### src/rtl/stage_fifo_reader.sv
// Read-side controller for a ray-pipeline stage FIFO.
// Fetches from synchronous storage and drives a valid/ready output.
`ifndef STAGE_FIFO_SIZE_WIDTH
`define STAGE_FIFO_SIZE_WIDTH 4
`endif

module stage_fifo_reader #(
  parameter int WIDTH  = `STAGE_FIFO_SIZE_WIDTH,
  parameter int SIZE   = 2**WIDTH,
  parameter int DATA_W = 32
) (
  input  logic              clk,
  input  logic              resetn,
  input  logic [WIDTH-1:0]  i_bottom,
  input  logic              i_flush,
  output logic [WIDTH-1:0]  o_top,
  output logic              o_rd_en,
  output logic [WIDTH-1:0]  o_rd_addr,
  input  logic [DATA_W-1:0] i_rd_data,
  output logic              o_valid,
  output logic [DATA_W-1:0] o_data,
  input  logic              i_ready,
  output logic              o_empty,
  output logic [WIDTH-1:0]  o_count
);

  typedef enum logic [1:0] {
    IDLE,
    FETCH,
    VALID
  } state_t;

  state_t           state;
  logic [WIDTH-1:0] top;
  logic [WIDTH-1:0] top_nxt;
  logic             rd_en;

  assign o_top     = top;
  assign o_rd_addr = top;
  assign o_empty   = (top == i_bottom);
  assign o_count   = i_bottom - top;
  assign o_rd_en   = rd_en;

  // Slot is released at issue: the RAM latches the address this edge.
  always_comb begin
    rd_en   = 1'b0;
    top_nxt = top + 1'b1;
    if (top == WIDTH'(SIZE - 1))
      top_nxt = '0;
    if (resetn && !i_flush && !o_empty)
      rd_en = (state == IDLE) ||
              (state == VALID && i_ready);
  end

  always_ff @(posedge clk) begin
    if (!resetn) begin
      top     <= '0;
      state   <= IDLE;
      o_valid <= 1'b0;
      o_data  <= '0;
    end else if (i_flush) begin
      top     <= i_bottom;
      state   <= IDLE;
      o_valid <= 1'b0;
    end else begin
      if (rd_en)
        top <= top_nxt;
      unique case (state)
        IDLE: begin
          if (rd_en)
            state <= FETCH;
        end
        FETCH: begin
          o_data  <= i_rd_data;
          o_valid <= 1'b1;
          state   <= VALID;
        end
        VALID: begin
          if (i_ready) begin
            o_valid <= 1'b0;
            state   <= o_empty ? IDLE : FETCH;
          end
        end
        default: state <= IDLE;
      endcase
    end
  end

endmodule

### config.mk
export PLATFORM = sky130hd
export DESIGN_NAME = stage_fifo_reader
export DESIGN_NICKNAME = d
export VERILOG_FILES = /design/src/rtl/stage_fifo_reader.sv
export SDC_FILE = /design/constraint.sdc
export NUM_CORES = 1
export LEC_CHECK = 0
export ABC_AREA = 1
export CAP_MARGIN = 20
export CORE_UTILIZATION = 42
export DETAILED_ROUTE_END_ITERATION = 16
export PLACE_DENSITY = 0.8
export REMOVE_ABC_BUFFERS = 1
export SLEW_MARGIN = 20
export SYNTH_ARGS = -nofsm -noshare
export SYNTH_HDL_FRONTEND = slang
export SYNTH_SLANG_ARGS = --single-unit
### constraint.sdc
create_clock -name clk -period 1.9 [get_ports clk]
set_input_delay 0.285 -clock clk [delete_from_list [all_inputs] [get_ports clk]]
set_output_delay 0.285 -clock clk [all_outputs]
set_load 0.03 [all_outputs]
# Yosys cells after proc, flatten, opt, wreduce, memory -nomap -nowiden
# Index checks and enable logic that the tools add are counted.
[op_classes] add_sub_neg=2 eq_ne=6 mux=10 bitwise=2 n_reduce_logical=13
[ops] operator="$mux W4" n=3
[ops] operator="$pmux W2 S3" n=1
[ops] operator="$reduce_and A2 Y1" n=3
[ops] operator="$add A4 B1 Y4 const B" n=1
[ops] operator="$eq A4 B4 Y1" n=1
[ops] operator="$eq A4 B4 Y1 const B" n=1
[ops] operator="$mux W2" n=2
[ops] operator="$ne A2 B2 Y1 const B" n=2
[ops] operator="$reduce_bool A2 Y1" n=2
[ops] operator="$sub A4 B4 Y4" n=1
[ops] operator="$logic_and A1 B1 Y1" n=3
[ops] operator="$mux W1" n=3
[ops] operator="$eq A2 B1 Y1 const B" n=1
[ops] operator="$eq A2 B2 Y1 const B" n=1
[ops] operator="$logic_not A1 Y1" n=2
[ops] operator="$logic_not A2 Y1" n=1
[ops] operator="$not A1 Y1" n=2
[ops] operator="$pmux W1 S2" n=1
[ops] operator="$reduce_or A2 Y1" n=1
[ops] operator="$logic_or A1 B1 Y1" n=1
[totals] regBits=39 word_cells=37

# Depth between registers and ports, before layout
[logic_depth] depth_word=6 depth_mapped=10 depth_no_buf=10

# Worst setup path before layout
# Ideal clock, no wire load.
[synth_path] kind="flip-flop to output port" start="register top[2] (netlist: o_rd_addr[2])" end="output o_count[3]" arrival_time_ns=1.740 path_slack_ns=-0.125 path_stages_with_launch=6 cell_sequence="dfxtp_1 > inv_1 > ha_1 > nand2_1 > o21ai_0 > xor2_1"
[synth_via] elab_chain_cells=1
[synth_rtl] element="from (decl)" line="34" rtl="logic [WIDTH-1:0] top;"
[synth_rtl] element="from (signal assigned)" line="62" rtl="top <= i_bottom;"
[synth_rtl] element="from (signal assigned)" line="67" rtl="top <= top_nxt;"
[synth_rtl] element="$sub A4 B4 Y4" line="41" rtl="assign o_count = i_bottom - top;"
[synth_rtl] element="to (decl)" line="24" rtl="output logic [WIDTH-1:0] o_count"
# No other way between the ends.

# Worst setup path after layout
[layout_path] start="input i_bottom[1]" end="output o_count[1]"
[layout_via] elab_chain_cells=1
[layout_rtl] element="from (decl)" line="14" rtl="input logic [WIDTH-1:0] i_bottom,"
[layout_rtl] element="$sub A4 B4 Y4" line="41"
# No other way between the ends.

==> results.md <==
- The core region is 4414 um^2.
- The kind of critical path is primary input to primary output.
- The number of flops mapped to enable cells by yosys is 0.
- Setup repair after global routing left no endpoint under its margin.
- In the global route stage, met3 resource usage came out at 0.06926.
- The critical path goes through clkdlybuf4s50_1 > inv_1 > fa_2 > inv_1 > buf_6.
- The post-route clock skew is 1.831 ps.
- The number of global-route vias before repair came to 1788.
- The class of the worst hold path is register to register.
- The H-tree level count is 2.
- The placement-stage worst setup slack is -103.8 ps.
- The via count is 1810.
- Averaged over all synthesized cells, the footprint is 8.860 um^2.
- The most repeated library cell on the critical path is sky130_fd_sc_hd__inv_1.
- The final layout contains routed wiring with a total length of 4.596 mm.
- The count of state elements after synthesis is 39.
- The critical path endpoint category is a primary output.
- Setup slack on the critical path of the routed design comes to 48.10 ps.
- The per-cell via count in the routed design is 5.014.
- The normalized max-slew margin is 0.6622.
- Among cell families on the critical path, the largest total delay comes from buffers and inverters.
- The I/O pin count is 87.
- The clock transition at the registers of the reported paths is 70 ps.
- After the flow finishes, the layout carries non-filler instances totaling 361.
- The highest achievable clock rate is 540.0 MHz.
- The overall overflow remaining after global route is 0.
- The wire length of the first global-routing pass is 7.914 mm.
- Sorting the synthesized cells by area gives the leading types as sky130_fd_sc_hd__dfxtp_1 (40%), sky130_fd_sc_hd__nand3_2 (10%), sky130_fd_sc_hd__a21oi_2 (9.8%).
- On the worst path, the slowest cell contributes a delay of 550 ps.
- Setup violations remaining at the end of the flow were counted as 0.
- The clock net in this run drives a total of 39 sinks.
- The biggest area consumer among synthesized cells is sky130_fd_sc_hd__dfxtp_1.
- The clock latency at the later pin of the worst-skew pair is 280 ps.
- The worst flop-to-flop path endpoint is o_rd_addr[3].
- The number of slew-limit violations in the final report came to 0.
- Across the VDD grid, the largest voltage drop is 396.3 uV.
- The number of nets with antenna violations after detailed routing is 0.
- In this run the clock root is driven by a sky130_fd_sc_hd__clkbuf_8.
- The final layout net count is 353.
- The endpoint required time on the critical path is 1620 ps.
- The full die area is 4960 um^2.
- The placed instance count is 353.
- The final design area excluding fillers is 2954 um^2.
- The initial utilization of the core area, before any placement, comes to 0.4456.
- STA classifies the critical path startpoint as a primary input.
- The power per standard cell area is 663.5 nW/um^2.
- The number of antenna violations at the first check in global routing is 0.
- The fraction of registers with async set or reset after synthesis is 0.
- The post-DP HPWL is 3.205 mm.
- For this run, the total global-route usage over all layers was measured as 0.1992.
- In this run, CTS created clock tree buffers numbering 5.
- After layout, the design draws a total of 1.960 mW.
- The total stage count of the critical path is 5.
- For this block, the initial DRC count from the detailed router was 72.
- The average detailed-routed wire length per instance is 12.73 um.
- For met1 alone, demand over resource in global routing was 0.2366.
- At the end of routability-driven placement, the weighted congestion stood at 0.8604.
- Final hold analysis gives a worst-case slack of 464.7 ps.
- In this run the cell area measured after placement is 2841 um^2.
- The first detailed-routing pass ran for 4 iterations.
- The cell area after synthesis is 1967 um^2.
- The synthesized netlist contains 28 unique library cells.
- For the worst setup path, the data arrival time is 1570 ps.
- The fraction of met2 tracks used by global routing is 0.3323.
- The most used flip-flop cell after synthesis is sky130_fd_sc_hd__dfxtp_1.
- At the pin with the least slew margin, the transition time is 506.8 ps.
- The master of the slowest instance on the critical path is sky130_fd_sc_hd__fa_2.
- The source of the critical timing path is i_bottom[1].
- The tool flagged a number of max-cap violations equal to 0.
- The layout cell share with drive strength beyond 1 is 0.2783.
- The time the final worst path needs with I/O delays and setup is 1852 ps.
- The number of antenna diodes in the final layout is 0.
- The die is 70.43 um tall.
- Counting every instance in the synthesized netlist gives 222.
- The Yosys step of the flow raised 0 warnings.
- The period utilization is 0.9747.
- The flow ran to the end, and the final reports show no timing, DRC or antenna violations.
- Of the post-synthesis cell area, the dominant cell type holds 0.3969.
- The longest clock path from root to sink contains 2 buffers.
- In the routed design, unresolved DRC markers number 0.
- TritonCTS built the clock tree.
- The final-report hold violation count is 0.
- The setup slack on the worst flop-to-flop path is 470 ps.
- The row count is 24.
- In this run the horizontal extent of the chip is 70.43 um.
- Summed over all cells, the static leakage comes to 1.073 nW.
- Summed over all failing endpoints, the final setup total negative slack is 0 ps.
- The number of cells on the worst reg-to-reg path is 10.
- For this run, the register share of the synthesized area comes to 0.3969.
- In this run the worst setup path terminates at o_count[1].
- The number of buffer and inverter stages on the critical path is 4.
- The share of the core filled with cells in the final layout is 0.6692.
- The layer flagged by global routing as most heavily used is met2.
- The startpoint identified for the worst register-to-register timing path is o_rd_addr[2].
- The number of I/O port buffers is 86.
- The setup fix buffers added after clock tree synthesis is 0.
- The highest fanout seen on the critical path is 2.
- The largest net degree at the start of global routing is 35.
- From synthesis to final layout, the design area changed by 50.19%.
## routing by layer
layer	vias to the layer above	share of wire
met5	-	0
met4	0	0.023
met3	14	0.071
met2	72	0.47
met1	827	0.44
li1	897	-
## cell type report
class / count / area [um^2]
tap: 52 / 65.06
sequential: 39 / 783.3
clock inverter: 1 / 5.005
clock buffer: 7 / 76.32
fill: 366 / 1460
timing repair buffer: 96 / 963.4
multi-input combinational: 148 / 993.5
inverter: 18 / 67.56
## flip-flops by register name, indices dropped and copies added (netlist names)
name / flops
o_valid: 1
o_rd_addr: 4
state: 2
o_data: 32
## kinds of logic (layout without fill, tap and decap cells)
logic type / count (synthesis) / count (layout) / synth area share
simple gates: 94 / 94 / 0.2831
compound gates: 46 / 46 / 0.1609
flops: 39 / 39 / 0.3969
buf+inv: 35 / 122 / 0.1101
fa+ha+maj: 5 / 5 / 0.03562
xor+xnor: 3 / 3 / 0.01336
## placed cells by master (no fill, tap or decap), types with 2 or more instances in the layout
cell type	synthesis	routed
sky130_fd_sc_hd__nand3_2	20	20
sky130_fd_sc_hd__xnor2_1	2	2
sky130_fd_sc_hd__ha_1	4	2
sky130_fd_sc_hd__buf_4	8	12
sky130_fd_sc_hd__nand3_1	17	17
sky130_fd_sc_hd__buf_12	1	3
sky130_fd_sc_hd__dfxtp_1	39	37
sky130_fd_sc_hd__inv_2	5	5
sky130_fd_sc_hd__inv_1	13	13
sky130_fd_sc_hd__nand2_4	2	2
sky130_fd_sc_hd__nor2_2	2	3
sky130_fd_sc_hd__nand2_2	3	3
sky130_fd_sc_hd__clkbuf_1	2	2
sky130_fd_sc_hd__nand2_1	43	43
sky130_fd_sc_hd__dfxtp_2	0	2
sky130_fd_sc_hd__a21oi_1	20	20
sky130_fd_sc_hd__clkdlybuf4s50_1	0	78
sky130_fd_sc_hd__o21ai_2	1	2
sky130_fd_sc_hd__clkbuf_8	0	5
sky130_fd_sc_hd__a21oi_2	22	22
sky130_fd_sc_hd__nor2_1	5	4
## power breakdown
group,internal (mW),total [mW],switching [mW]
combinational,0.254,0.563,0.309
sequential,0.851,0.873,0.0221
clock,0.257,0.524,0.266
total,1.36,1.96,0.597
## worst min path at each step
stage | endpoint | slack [ps] | depth (start not counted) | from
finish | o_data[23] | 460 | 2 | o_data[23]
global placement | o_valid | 450 | 2 | o_valid
global route | o_data[10] | 490 | 2 | o_data[10]
floorplan | o_rd_addr[0] | 410 | 2 | resetn
detailed placement | o_data[1] | 450 | 2 | o_data[1]
CTS | o_data[1] | 460 | 2 | o_data[1]
## worst min-delay path, stage by stage (launching register included)
cell and delay, ps:
sky130_fd_sc_hd__dfxtp_1 310, sky130_fd_sc_hd__nand2_1 60, sky130_fd_sc_hd__a21oi_1 50
## timing repair
item / in CTS / in global routing
hold buffers: 0 / 0
endpoints found under the setup margin: 4 / 3
pin swaps: 1 / 0
gates resized for setup: 7 / 4
## synth_stat cells (2+ instances only)
cell type	instances
sky130_fd_sc_hd__nand2_2	3
sky130_fd_sc_hd__dfxtp_1	39
sky130_fd_sc_hd__inv_2	5
sky130_fd_sc_hd__nand2_4	2
sky130_fd_sc_hd__buf_6	2
sky130_fd_sc_hd__o21ai_0	2
sky130_fd_sc_hd__nand2_1	43
sky130_fd_sc_hd__xnor2_1	2
sky130_fd_sc_hd__nand3_1	17
sky130_fd_sc_hd__nor2_2	2
sky130_fd_sc_hd__a21oi_2	22
sky130_fd_sc_hd__buf_4	8
sky130_fd_sc_hd__buf_8	2
sky130_fd_sc_hd__a21oi_1	20
sky130_fd_sc_hd__clkbuf_1	2
sky130_fd_sc_hd__ha_1	4
sky130_fd_sc_hd__nor2_1	5
sky130_fd_sc_hd__inv_1	13
sky130_fd_sc_hd__nand3_2	20
(Power assumes the default switching activity.)
